`config.mk`:
```
export PLATFORM = sky130hd
export DESIGN_NAME = if_stage
export DESIGN_NICKNAME = d
export VERILOG_FILES = /design/src/rtl/if_stage.sv
export SDC_FILE = /design/constraint.sdc
export NUM_CORES = 1
export LEC_CHECK = 0
export BUFFER_PORTS_ARGS = -buffer_cell sky130_fd_sc_hd__buf_4
export CORE_MARGIN = 4
export CORE_UTILIZATION = 30
export DETAILED_ROUTE_END_ITERATION = 6
export SYNTH_ARGS = -nofsm -noshare
export SYNTH_HDL_FRONTEND = slang
export SYNTH_SLANG_ARGS = --single-unit
```
`constraint.sdc`:
```
create_clock -name clk -period 4.7 [get_ports clk]
set_clock_uncertainty 0.05 [all_clocks]
set_input_delay 0.94 -clock clk [delete_from_list [all_inputs] [get_ports clk]]
set_output_delay 0.94 -clock clk [all_outputs]
set_load 0.02 [all_outputs]
```
`src/rtl/if_stage.sv`:
```
// Instruction fetch stage: PC, credit-limited imem requests, fetch buffer to decode.
// Optional perf counters enabled by defining IF_PERF_CNT_EN.
module if_stage #(
    parameter int                    DATA_WIDTH = 32,
    parameter logic [DATA_WIDTH-1:0] RESET_PC   = '0,
    parameter int                    FIFO_DEPTH = 2
) (
    input  logic                  clk,
    input  logic                  rst_n,
    output logic                  imem_req_o,
    output logic [DATA_WIDTH-1:0] imem_addr_o,
    input  logic                  imem_gnt_i,
    input  logic                  imem_rvalid_i,
    input  logic [DATA_WIDTH-1:0] imem_rdata_i,
    input  logic                  redirect_i,
    input  logic [DATA_WIDTH-1:0] redirect_pc_i,
    input  logic                  stall_i,
    output logic                  instr_valid_o,
    output logic [DATA_WIDTH-1:0] instruction_o,
    output logic [DATA_WIDTH-1:0] pc_o,
    output logic [DATA_WIDTH-1:0] pc_plus4_o,
    output logic [31:0]           fetch_cnt_o,
    output logic [31:0]           drop_cnt_o
);
    localparam int AW = (FIFO_DEPTH > 1) ? $clog2(FIFO_DEPTH) : 1;
    localparam int CW = $clog2(FIFO_DEPTH + 1);
    localparam logic [DATA_WIDTH-1:0] NOP = DATA_WIDTH'(32'h0000_0013);

    logic [DATA_WIDTH-1:0] pc_q;
    logic [DATA_WIDTH-1:0] last_pc_q;
    logic                  fetch_en_q;
    logic [DATA_WIDTH-1:0] buf_instr [FIFO_DEPTH];
    logic [DATA_WIDTH-1:0] buf_pc    [FIFO_DEPTH];
    logic [DATA_WIDTH-1:0] fl_pc     [FIFO_DEPTH];
    logic [AW-1:0]         buf_rd, buf_wr, fl_rd, fl_wr;
    logic [CW-1:0]         buf_cnt, outstanding, drop_q, out_next;
    logic                  credit_ok, accept, resp, discard, push, pop;
    logic                  unused_low_bits;

    assign unused_low_bits = ^redirect_pc_i[1:0];

    assign credit_ok = ({1'b0, outstanding} + {1'b0, buf_cnt})
                       < (CW+1)'(FIFO_DEPTH);
    assign imem_req_o  = fetch_en_q && !redirect_i && credit_ok;
    assign imem_addr_o = pc_q;

    assign accept  = imem_req_o && imem_gnt_i;
    // A response with nothing outstanding is a protocol error and is ignored.
    assign resp    = imem_rvalid_i && (outstanding != '0);
    assign discard = resp && ((drop_q != '0) || redirect_i);
    assign push    = resp && (drop_q == '0) && !redirect_i;
    assign pop     = instr_valid_o && !stall_i;

    assign out_next = outstanding + CW'(accept) - CW'(resp);

    assign instr_valid_o = (buf_cnt != '0);
    assign instruction_o = instr_valid_o ? buf_instr[buf_rd] : NOP;
    assign pc_o          = instr_valid_o ? buf_pc[buf_rd] : last_pc_q;
    assign pc_plus4_o    = pc_o + DATA_WIDTH'(4);

    always_ff @(posedge clk or negedge rst_n) begin
        if (!rst_n) begin
            pc_q        <= RESET_PC;
            last_pc_q   <= RESET_PC;
            fetch_en_q  <= 1'b0;
            buf_rd      <= '0;
            buf_wr      <= '0;
            fl_rd       <= '0;
            fl_wr       <= '0;
            buf_cnt     <= '0;
            outstanding <= '0;
            drop_q      <= '0;
        end else begin
            fetch_en_q  <= 1'b1;
            outstanding <= out_next;
            if (accept) begin
                pc_q  <= pc_q + DATA_WIDTH'(4);
                fl_wr <= fl_wr + AW'(1);
            end
            if (resp)
                fl_rd <= fl_rd + AW'(1);
            if (instr_valid_o)
                last_pc_q <= buf_pc[buf_rd];
            if (redirect_i) begin
                pc_q    <= {redirect_pc_i[DATA_WIDTH-1:2], 2'b00};
                buf_rd  <= '0;
                buf_wr  <= '0;
                buf_cnt <= '0;
                drop_q  <= out_next;
            end else begin
                if (push)
                    buf_wr <= buf_wr + AW'(1);
                if (pop)
                    buf_rd <= buf_rd + AW'(1);
                buf_cnt <= buf_cnt + CW'(push) - CW'(pop);
                if (resp && (drop_q != '0))
                    drop_q <= drop_q - CW'(1);
            end
        end
    end

    // Data-only storage; validity is tracked by the counters above.
    always_ff @(posedge clk) begin
        if (push) begin
            buf_instr[buf_wr] <= imem_rdata_i;
            buf_pc[buf_wr]    <= fl_pc[fl_rd];
        end
        if (accept)
            fl_pc[fl_wr] <= pc_q;
    end

`ifdef IF_PERF_CNT_EN
    logic [31:0] fetch_cnt_q, drop_cnt_q;

    always_ff @(posedge clk or negedge rst_n) begin
        if (!rst_n) begin
            fetch_cnt_q <= '0;
            drop_cnt_q  <= '0;
        end else begin
            if (pop)
                fetch_cnt_q <= fetch_cnt_q + 32'd1;
            if (discard)
                drop_cnt_q <= drop_cnt_q + 32'd1;
        end
    end

    assign fetch_cnt_o = fetch_cnt_q;
    assign drop_cnt_o  = drop_cnt_q;
`else
    logic unused_discard;
    assign unused_discard = discard;
    assign fetch_cnt_o    = '0;
    assign drop_cnt_o     = '0;
`endif

    rvalid_needs_outstanding: assert property (
        @(posedge clk) disable iff (!rst_n)
        imem_rvalid_i |-> (outstanding != '0)
    );

endmodule

```
# After elaboration in Yosys (flattened, before gate mapping)

Memory sizes are Yosys's and may differ from the RTL's.
Cells that the tools add are included.

Bits in registers: 75
Memory bits (writable): 192
Bits of input ports: 70
Word-level logic and storage cells: 59
Memories kept: 3

Memory list:

| memory    | words | width | read ports | clocked after memory_dff | write ports | line | source |
|---|---|---|---|---|---|---|---|
| buf_instr | 2     | 32    | 1          | 0                        | 1           | 32   | `logic [DATA_WIDTH-1:0] buf_instr [FIFO_DEPTH];` |
| buf_pc    | 2     | 32    | 1          | 0                        | 1           | 33   | `logic [DATA_WIDTH-1:0] buf_pc [FIFO_DEPTH];` |
| fl_pc     | 2     | 32    | 1          | 0                        | 1           | 34   | `logic [DATA_WIDTH-1:0] fl_pc [FIFO_DEPTH];` |

Add/sub/neg operators: 12
$lt $le $gt $ge: 1
Muxes and demuxes: 15
Reductions and logical operators: 18

Operator list:

| operator                                                             | count |
|---|---|
| 32-bit 2-to-1 mux                                                    | 4 |
| 32-bit by 3-bit adder with 32-bit output, second input constant      | 2 |
| 2-bit nonzero test                                                   | 7 |
| 1-bit logical AND                                                    | 8 |
| 1-bit 2-to-1 mux                                                     | 8 |
| 2-bit 2-to-1 mux                                                     | 3 |
| 1-bit adder, second input constant                                   | 4 |
| 2-bit by 1-bit adder with 2-bit output                               | 2 |
| 2-bit by 1-bit subtractor with 2-bit output                          | 2 |
| 2-bit by 2-bit adder with 3-bit output                               | 1 |
| 3-bit by 2-bit < comparator with 1-bit output, second input constant | 1 |
| 1-bit logical NOT                                                    | 2 |
| 2-bit logical NOT                                                    | 1 |
| 2-bit by 1-bit subtractor with 2-bit output, second input constant   | 1 |

# Longest topological paths before layout

Gate-level depths: netlist (run 1).

Depth after elaboration: 7
Mapped depth: 15
Mapped depth without buffers: 12

# Least setup slack after synthesis (run 1)

OpenSTA, ideal clock, no wires.

Kind: input port to flip-flop
Start: input imem_rvalid_i
End: memory buf_instr[0][0] (enable)
Setup time: 0.482 ns
Data arrival time: 4.134 ns
Slack: 0.034 ns
Cell stages on the path: 5
Cell sequence: o21ai_0 inv_1 nand2_1 or2_2 nor2_1

Cells in the longest elaborated chain, start to end: 5

RTL lines:

| element                                | line | source |
|---|---|---|
| from (decl)                            | 13   | `input logic imem_rvalid_i,` |
| 1-bit logical AND                      | 49   | `assign resp = imem_rvalid_i && (outstanding != '0);` |
| named net resp                         | 37   | `logic credit_ok, accept, resp, discard, push, pop;` |
| 1-bit logical AND (2 in series)        | 51   | `assign push = resp && (drop_q == '0) && !redirect_i;` |
| 1-bit 2-to-1 mux                       | 104  | `if (push) begin` |
| 1-bit 2-to-1 mux (implied by the code) | 105  | `buf_instr[buf_wr] <= imem_rdata_i;` |
| to (decl)                              | 32   |  |

The timed path passes the listed nets, and every way through them passes these cells.

# Final worst setup path (run 1)

Start: register buf_rd
End: output pc_plus4_o[31]

Cells in the longest elaborated chain, start to end: 3

RTL lines:

| element                                  | line | source |
|---|---|---|
| from (decl)                              | 35   | `logic [AW-1:0] buf_rd, buf_wr, fl_rd, fl_wr;` |
| from (signal assigned)                   | 94   | `buf_rd <= buf_rd + AW'(1);` |
| memory read 2 x 32 bit                   | -    |  |
| 32-bit 2-to-1 mux                        | 58   | `assign pc_o = instr_valid_o ? buf_pc[buf_rd] : last_pc_q;` |
| 32-bit by 3-bit adder with 32-bit output | 59   | `assign pc_plus4_o = pc_o + DATA_WIDTH'(4);` |
| to (decl)                                | 21   | `output logic [DATA_WIDTH-1:0] pc_plus4_o,` |

Every way passes these cells.

==> impl_metrics.csv, run 1 <==
group,metric,value,unit
clocking,postCtsSetupRepairBufs,0,
clocking,clock_latency,550,ps
sta,relSlewSlack,0.487,
sta,worst-slew-pin-transition,768,ps
global_routing,grt_usage,0.128,
layout,design_area,0.0143,mm^2
logic_synthesis,synth_top_flop_cell,"edfxtp_1",
worst_hold_path,hp-class,"in2async",
detailed_routing,drcViolationCount,0,
power_and_ir_drop,totalPowerFinal,9.38,mW
floorplan,dieArea,0.0415,mm^2
logic_synthesis,synth_area_leaders,"edfxtp_1, dfrtp_1, mux2i_1, buf_4, mux2_2",
logic_synthesis,synth_cell_type_count,55,
power_and_ir_drop,ir_worst_vdd,0.263,mV
sta,period_needed,4430,ps
clocking,root_buffer,"clkbuf_16",
place,io_buffers,195,
global_routing,antenna_found_initial,0,
worst_setup_path,critPathCaptureType,"output pin",
floorplan,io_pins,264,
detailed_routing,wirelength,27.7,mm
place,dp_cells,1538,
worst_setup_path,arrival,3440,ps
detailed_routing,vias,7248,
sta,hold_viol,0,
floorplan,fp.coreArea,0.0377,mm^2
sta,drv_slew,0,
logic_synthesis,yosysMostFrequentCell,"edfxtp_1",
global_routing,grt_max_degree,48,
layout,final_util,0.378,
sta,setup_viol,0,
worst_setup_path,max_stage_delay,740,ps
clocking,cts_made_buffers,29,
global_routing,grt_pass1_wl,42.3,mm
clocking,cts-htree-levels,1,
detailed_routing,wire_per_inst,17.4,um
clocking,clock_sinks,257,
detailed_routing,antenna_left,0,
place,globalplace.congestion,0.761,
worst_setup_path,path_cells,"buf_4, mux2i_1, a21oi_2, nand4_1, nand3b_1, nor4_2, xor2_1, buf_4",
sta,fmax,226,MHz
logic_synthesis,async_flop_share,0.284,
floorplan,dieWidth,204,um
worst_setup_path,cp_slowest_cell,"dfrtp_4",
worst_setup_path,critical_path_class,"reg2out",
layout,area_delta_synth_final,24.1,%
worst_setup_path,cp-start-kind,"flip-flop",
sta,tns,0,ps
detailed_routing,initialDrtViolationCount,442,
logic_synthesis,synth_common_cells,"edfxtp_1, dfrtp_1, buf_4, mux2i_1, nand2_1",
logic_synthesis,synthCells,850,
detailed_routing,vias_per_cell,4.55,
clocking,cts_tree,"done",
power_and_ir_drop,p_per_area,658,mW/mm^2
sta,rsz0062_at_grt,"false",
run,max_cap_violations,0,
logic_synthesis,yosysTopAreaCell,"edfxtp_1",
place,placed_cell_area,0.0133,mm^2
worst_setup_path,path_max_fanout,27,
logic_synthesis,ys_seq_elements,257,
logic_synthesis,synth_warnings,0,
worst_setup_path,cp_data_required_time,3710,ps
place,dp_hpwl,19.5,mm
clocking,cts_resized,0,
layout,fin_cells,1593,
run_status,status,"complete, no violations",
layout,fin_nets,1136,
floorplan,initial_core_util,0.305,
clocking,path_clk_slew,60,ps
logic_synthesis,synth-edff-count,184,
logic_synthesis,postSynthAreaPerCell,13.5,um^2
worst_setup_path,crit_top_cell,"buf_4",
power_and_ir_drop,p_leak,5.46,nW
detailed_routing,drt-pass1-iter-count,5,
floorplan,dieHeight,204,um
logic_synthesis,synthesis.area,0.0115,mm^2
clocking,clk_path_buf_depth,3,
floorplan,rows,71,
logic_synthesis,seq_area_frac_synth,0.640,
logic_synthesis,yosys.area.top_type_share,0.481,
layout,drive_gt1_frac,0.307,
global_routing,grt_pass1_vias,7140,
sta,period_share,0.942,
global_routing,overflow,0,
clocking,cts_hold_buffers,0,
per-layer routing:
metal / part of all wire / vias up / GRT usage
met2: 0.44 / 242 / 0.195
met4: 0.019 / 0 / 0.0289
li1: - / 3395 / -
met5: 0 / - / 0
met3: 0.066 / 46 / 0.0229
met1: 0.47 / 3565 / 0.191
layout by cell type, fill, tap and decap left out, types with 4 or more instances in the layout:
master,n
buf_4,214
edfxtp_1,184
dfrtp_1,72
conb_1,67
mux2i_1,63
nand2_1,59
nor2_1,52
mux2_2,35
o21ai_0,33
clkbuf_16,29
nor3_1,24
xnor2_1,23
nand3_1,21
inv_1,18
and3_1,15
xor2_1,14
a21oi_2,13
o311ai_0,13
a31oi_1,11
clkbuf_1,11
and2_1,8
nand4_1,7
nor4_2,7
ha_1,7
a21oi_1,5
o211ai_1,5
nor2b_1,5
clkbuf_8,5
a221o_1,4
clkinv_2,4
critical path: cells and delay by family, from the launching register on:
| family | cells | cell delay, ps |
|---|---|---|
| muxes | 1 | 150 |
| DFF | 1 | 740 |
| xor gates and xnor gates | 1 | 200 |
| AOI/OAI and AO/OA | 1 | 310 |
| and+or+nand+nor | 3 | 900 |
| buffers and inverters | 2 | 580 |
cell type report:
cell class / instances / area [um^2]
flip-flops and latches: 257 / 7360
inverters: 21 / 78.8
multi-input cells: 533 / 3610
repair buffers: 216 / 1650
diodes: 1 / 2.50
clock inverters: 9 / 85.1
clock buffers: 45 / 836
well taps: 511 / 639
fillers: 3675 / 23400
final timing paths:
kind,start,to,slack (ps),depth (start not counted)
worst max-delay path,buf_rd,pc_plus4_o[31],270,8
worst min-delay path,rst_n,imem_addr_o[7],340,1
worst max register to register,buf_cnt[1],imem_addr_o[28],1250,7
worst min register to register,last_pc_q[1],last_pc_q[1],450,1
max in group asynchronous,rst_n,last_pc_q[1],3340,2
min in group clk,last_pc_q[1],last_pc_q[1],450,1
flip-flops by register name (all words and copies together) (netlist names), 2 cells and up:
register / cells
fl_pc: 60
last_pc_q: 32
outstanding: 2
buf_instr: 64
drop_q: 2
imem_addr_o: 30
buf_pc: 60
buf_cnt: 2
power breakdown:
group	internal, mW	total (mW)	switching [mW]
combinational	1.60	4.13	2.54
clock	1.28	2.15	0.870
sequential	2.86	3.10	0.240
through the flow:
stage	hold slack (ps)	worst slack, ps
final	345	271
after global routing	371	0.939
after CTS	344	132
after detailed placement	450	735
after global placement	440	769
after floorplan	411	33.7
cells by family (layout without fill, tap and decap cells):
kind of cell | Yosys count | after routing | synth area share
compound gates | 97 | 97 | 0.0585
xor+xnor | 37 | 37 | 0.0282
fa+ha+maj | 8 | 8 | 0.00937
buf+inv | 125 | 291 | 0.0681
flops | 257 | 257 | 0.640
mux | 100 | 100 | 0.0912
other cells | 2 | 68 | 0.000654
simple gates | 224 | 224 | 0.103
Power figures use the tool's default switching activity.
==> run 2, diff against run 1 <==
CTS_CLUSTER_SIZE = 20   (was not set)
SLEW_MARGIN = 10   (was not set)
clock period = 4.81 ns   (was 4.7 ns; I/O delays follow)
==> impl_metrics.csv, run 2 (synthesis results as in run 1) <==
group,metric,value,unit
run_status,status,"complete, no violations",
global_routing,antenna_found_initial,1,
clocking,clock_latency,550,ps
power_and_ir_drop,totalPowerFinal,9.12,mW
sta,period_share,0.915,
detailed_routing,vias,7159,
place,globalplace.congestion,0.757,
detailed_routing,drt-pass1-iter-count,4,
global_routing,grt_pass1_wl,41.4,mm
sta,period_needed,4400,ps
floorplan,dieArea,0.0415,mm^2
layout,regMostFlops,"buf_instr",
global_routing,grt_usage,0.126,
layout,final_cell_mix,"buf_4, edfxtp_1, dfrtp_1",
layout,area_delta_synth_final,23.9,%
floorplan,dieHeight,204,um
worst_setup_path,reg2reg_from,"buf_cnt[0]",
layout,final_common_cell,"buf_4",
detailed_routing,wirelength,27.3,mm
place,dp_hpwl,19.1,mm
detailed_routing,initialDrtViolationCount,313,
power_and_ir_drop,p_per_area,642,mW/mm^2
worst_setup_path,cp-start-kind,"flip-flop",
global_routing,grt_pass1_vias,6992,
layout,antenna_cells,0,
worst_hold_path,hp-class,"in2async",
detailed_routing,vias_per_cell,4.51,
clocking,cts-htree-levels,1,
clocking,path_clk_slew,60,ps
floorplan,fp.coreArea,0.0377,mm^2
sta,tns,0,ps
clocking,cts_made_buffers,28,
sta,setup_viol,0,
worst_setup_path,cp_data_required_time,3800,ps
global_routing,grt_max_degree,48,
power_and_ir_drop,ir_worst_vdd,0.270,mV
floorplan,initial_core_util,0.305,
clocking,cts_tree,"done",
sta,drv_slew,0,
clocking,root_buffer,"clkbuf_16",
worst_setup_path,startpoint,"buf_rd",
floorplan,dieWidth,204,um
floorplan,rows,71,
sta,worst-slew-pin-transition,714,ps
worst_setup_path,arrival,3390,ps
worst_setup_path,path_max_fanout,14,
sta,rsz0062_at_grt,"false",
clocking,clk_path_buf_depth,3,
place,io_buffers,195,
worst_setup_path,crit_buf_inv,1,
detailed_routing,wire_per_inst,17.2,um
power_and_ir_drop,p_leak,5.45,nW
worst_setup_path,critPathCaptureType,"output pin",
layout,largest_register_ff_count,64,
clocking,clock_sinks,257,
run,max_cap_violations,0,
sta,relSlewSlack,0.520,
detailed_routing,antenna_left,0,
detailed_routing,drcViolationCount,0,
worst_setup_path,critical_path_class,"reg2out",
global_routing,overflow,0,
worst_setup_path,path_cells,"mux2i_1, a21oi_1, ha_1, o211ai_1, nor4b_4, nand2_1, nor3_1, xor2_1, buf_4",
worst_setup_path,path_delay_family,"simple AND/OR/NAND/NOR gates",
layout,reg_top3,"buf_instr x64, buf_pc x60, fl_pc x60",
worst_setup_path,max_stage_delay,600,ps
worst_setup_path,cp_slowest_cell,"dfrtp_4",
sta,fmax,227,MHz
clocking,cts_hold_buffers,0,
layout,drive_gt1_frac,0.306,
floorplan,io_pins,264,
sta,hold_viol,0,
layout,fin_nets,1134,
## run 2: cell count changes in the layout (fill, tap and decap cells not counted), sizes merged
cell      change
clkbuf       -10
clkinv        +7
buf           -1
bufinv        +1
clkinvlp      -1
diode         -1
## run 2: final cells by class
type / count / area [um^2]
Fill cell: 3684 / 23400
Sequential cell: 257 / 7360
Multi-Input combinational cell: 533 / 3610
Timing Repair Buffer: 215 / 1650
Clock buffer: 35 / 737
Tap cell: 511 / 639
Clock inverter: 16 / 153
Inverter: 21 / 81.3
## run 2: final timing paths
path | to | slack, ps | cells after the start
min in group clk | last_pc_q[0] | 460 | 1
worst min register to register | last_pc_q[0] | 460 | 1
worst max register to register | imem_addr_o[28] | 1200 | 9
worst min-delay path | imem_addr_o[19] | 340 | 1
worst max-delay path | pc_plus4_o[18] | 410 | 9
max in group asynchronous | last_pc_q[1] | 3450 | 2
## run 2: repair_timing
item / in CTS / in global routing
setup buffers: 0 / 1
endpoints found under the hold margin: 0 / 0
endpoints found under the setup margin: 0 / 2
gates resized for setup: 0 / 2
## run 2: metrics by stage
stage | hold WS [ps] | utilization | cell area [um^2] | instances | setup WS (ps)
CTS | 346 | 0.377 | 14200 | 1587 | 174
floorplan | 411 | - | 11700 | 915 | 122
detailed placement | 453 | 0.353 | 13300 | 1536 | 791
global route | 370 | 0.378 | 14200 | 1588 | 97.9
global placement | 441 | 0.353 | 13300 | 1536 | 832
finish | 341 | 0.378 | 14200 | 1588 | 409
## run 2: report_power, final
| part | internal, mW | switching, mW |
|---|---|---|
| Combinational | 1.57 | 2.50 |
| Clock | 1.20 | 0.855 |
| Sequential | 2.80 | 0.204 |
## run 2: metal layers
metal | up-vias | global-route usage | part of all wire
met5 | - | 0 | 0
met3 | 27 | 0.0240 | 0.061
met2 | 238 | 0.187 | 0.44
met4 | 0 | 0.0301 | 0.017
li1 | 3406 | - | -
met1 | 3488 | 0.191 | 0.48
## run 2: worst register-to-register path, stage by stage, from the launching register on
cell and delay (ps):
dfrtp_1 380, buf_4 300, and2_1 200, fa_1 440
nor4b_2 630, and2_1 240, inv_1 70, buf_4 250
or4_1 630, o311ai_0 290
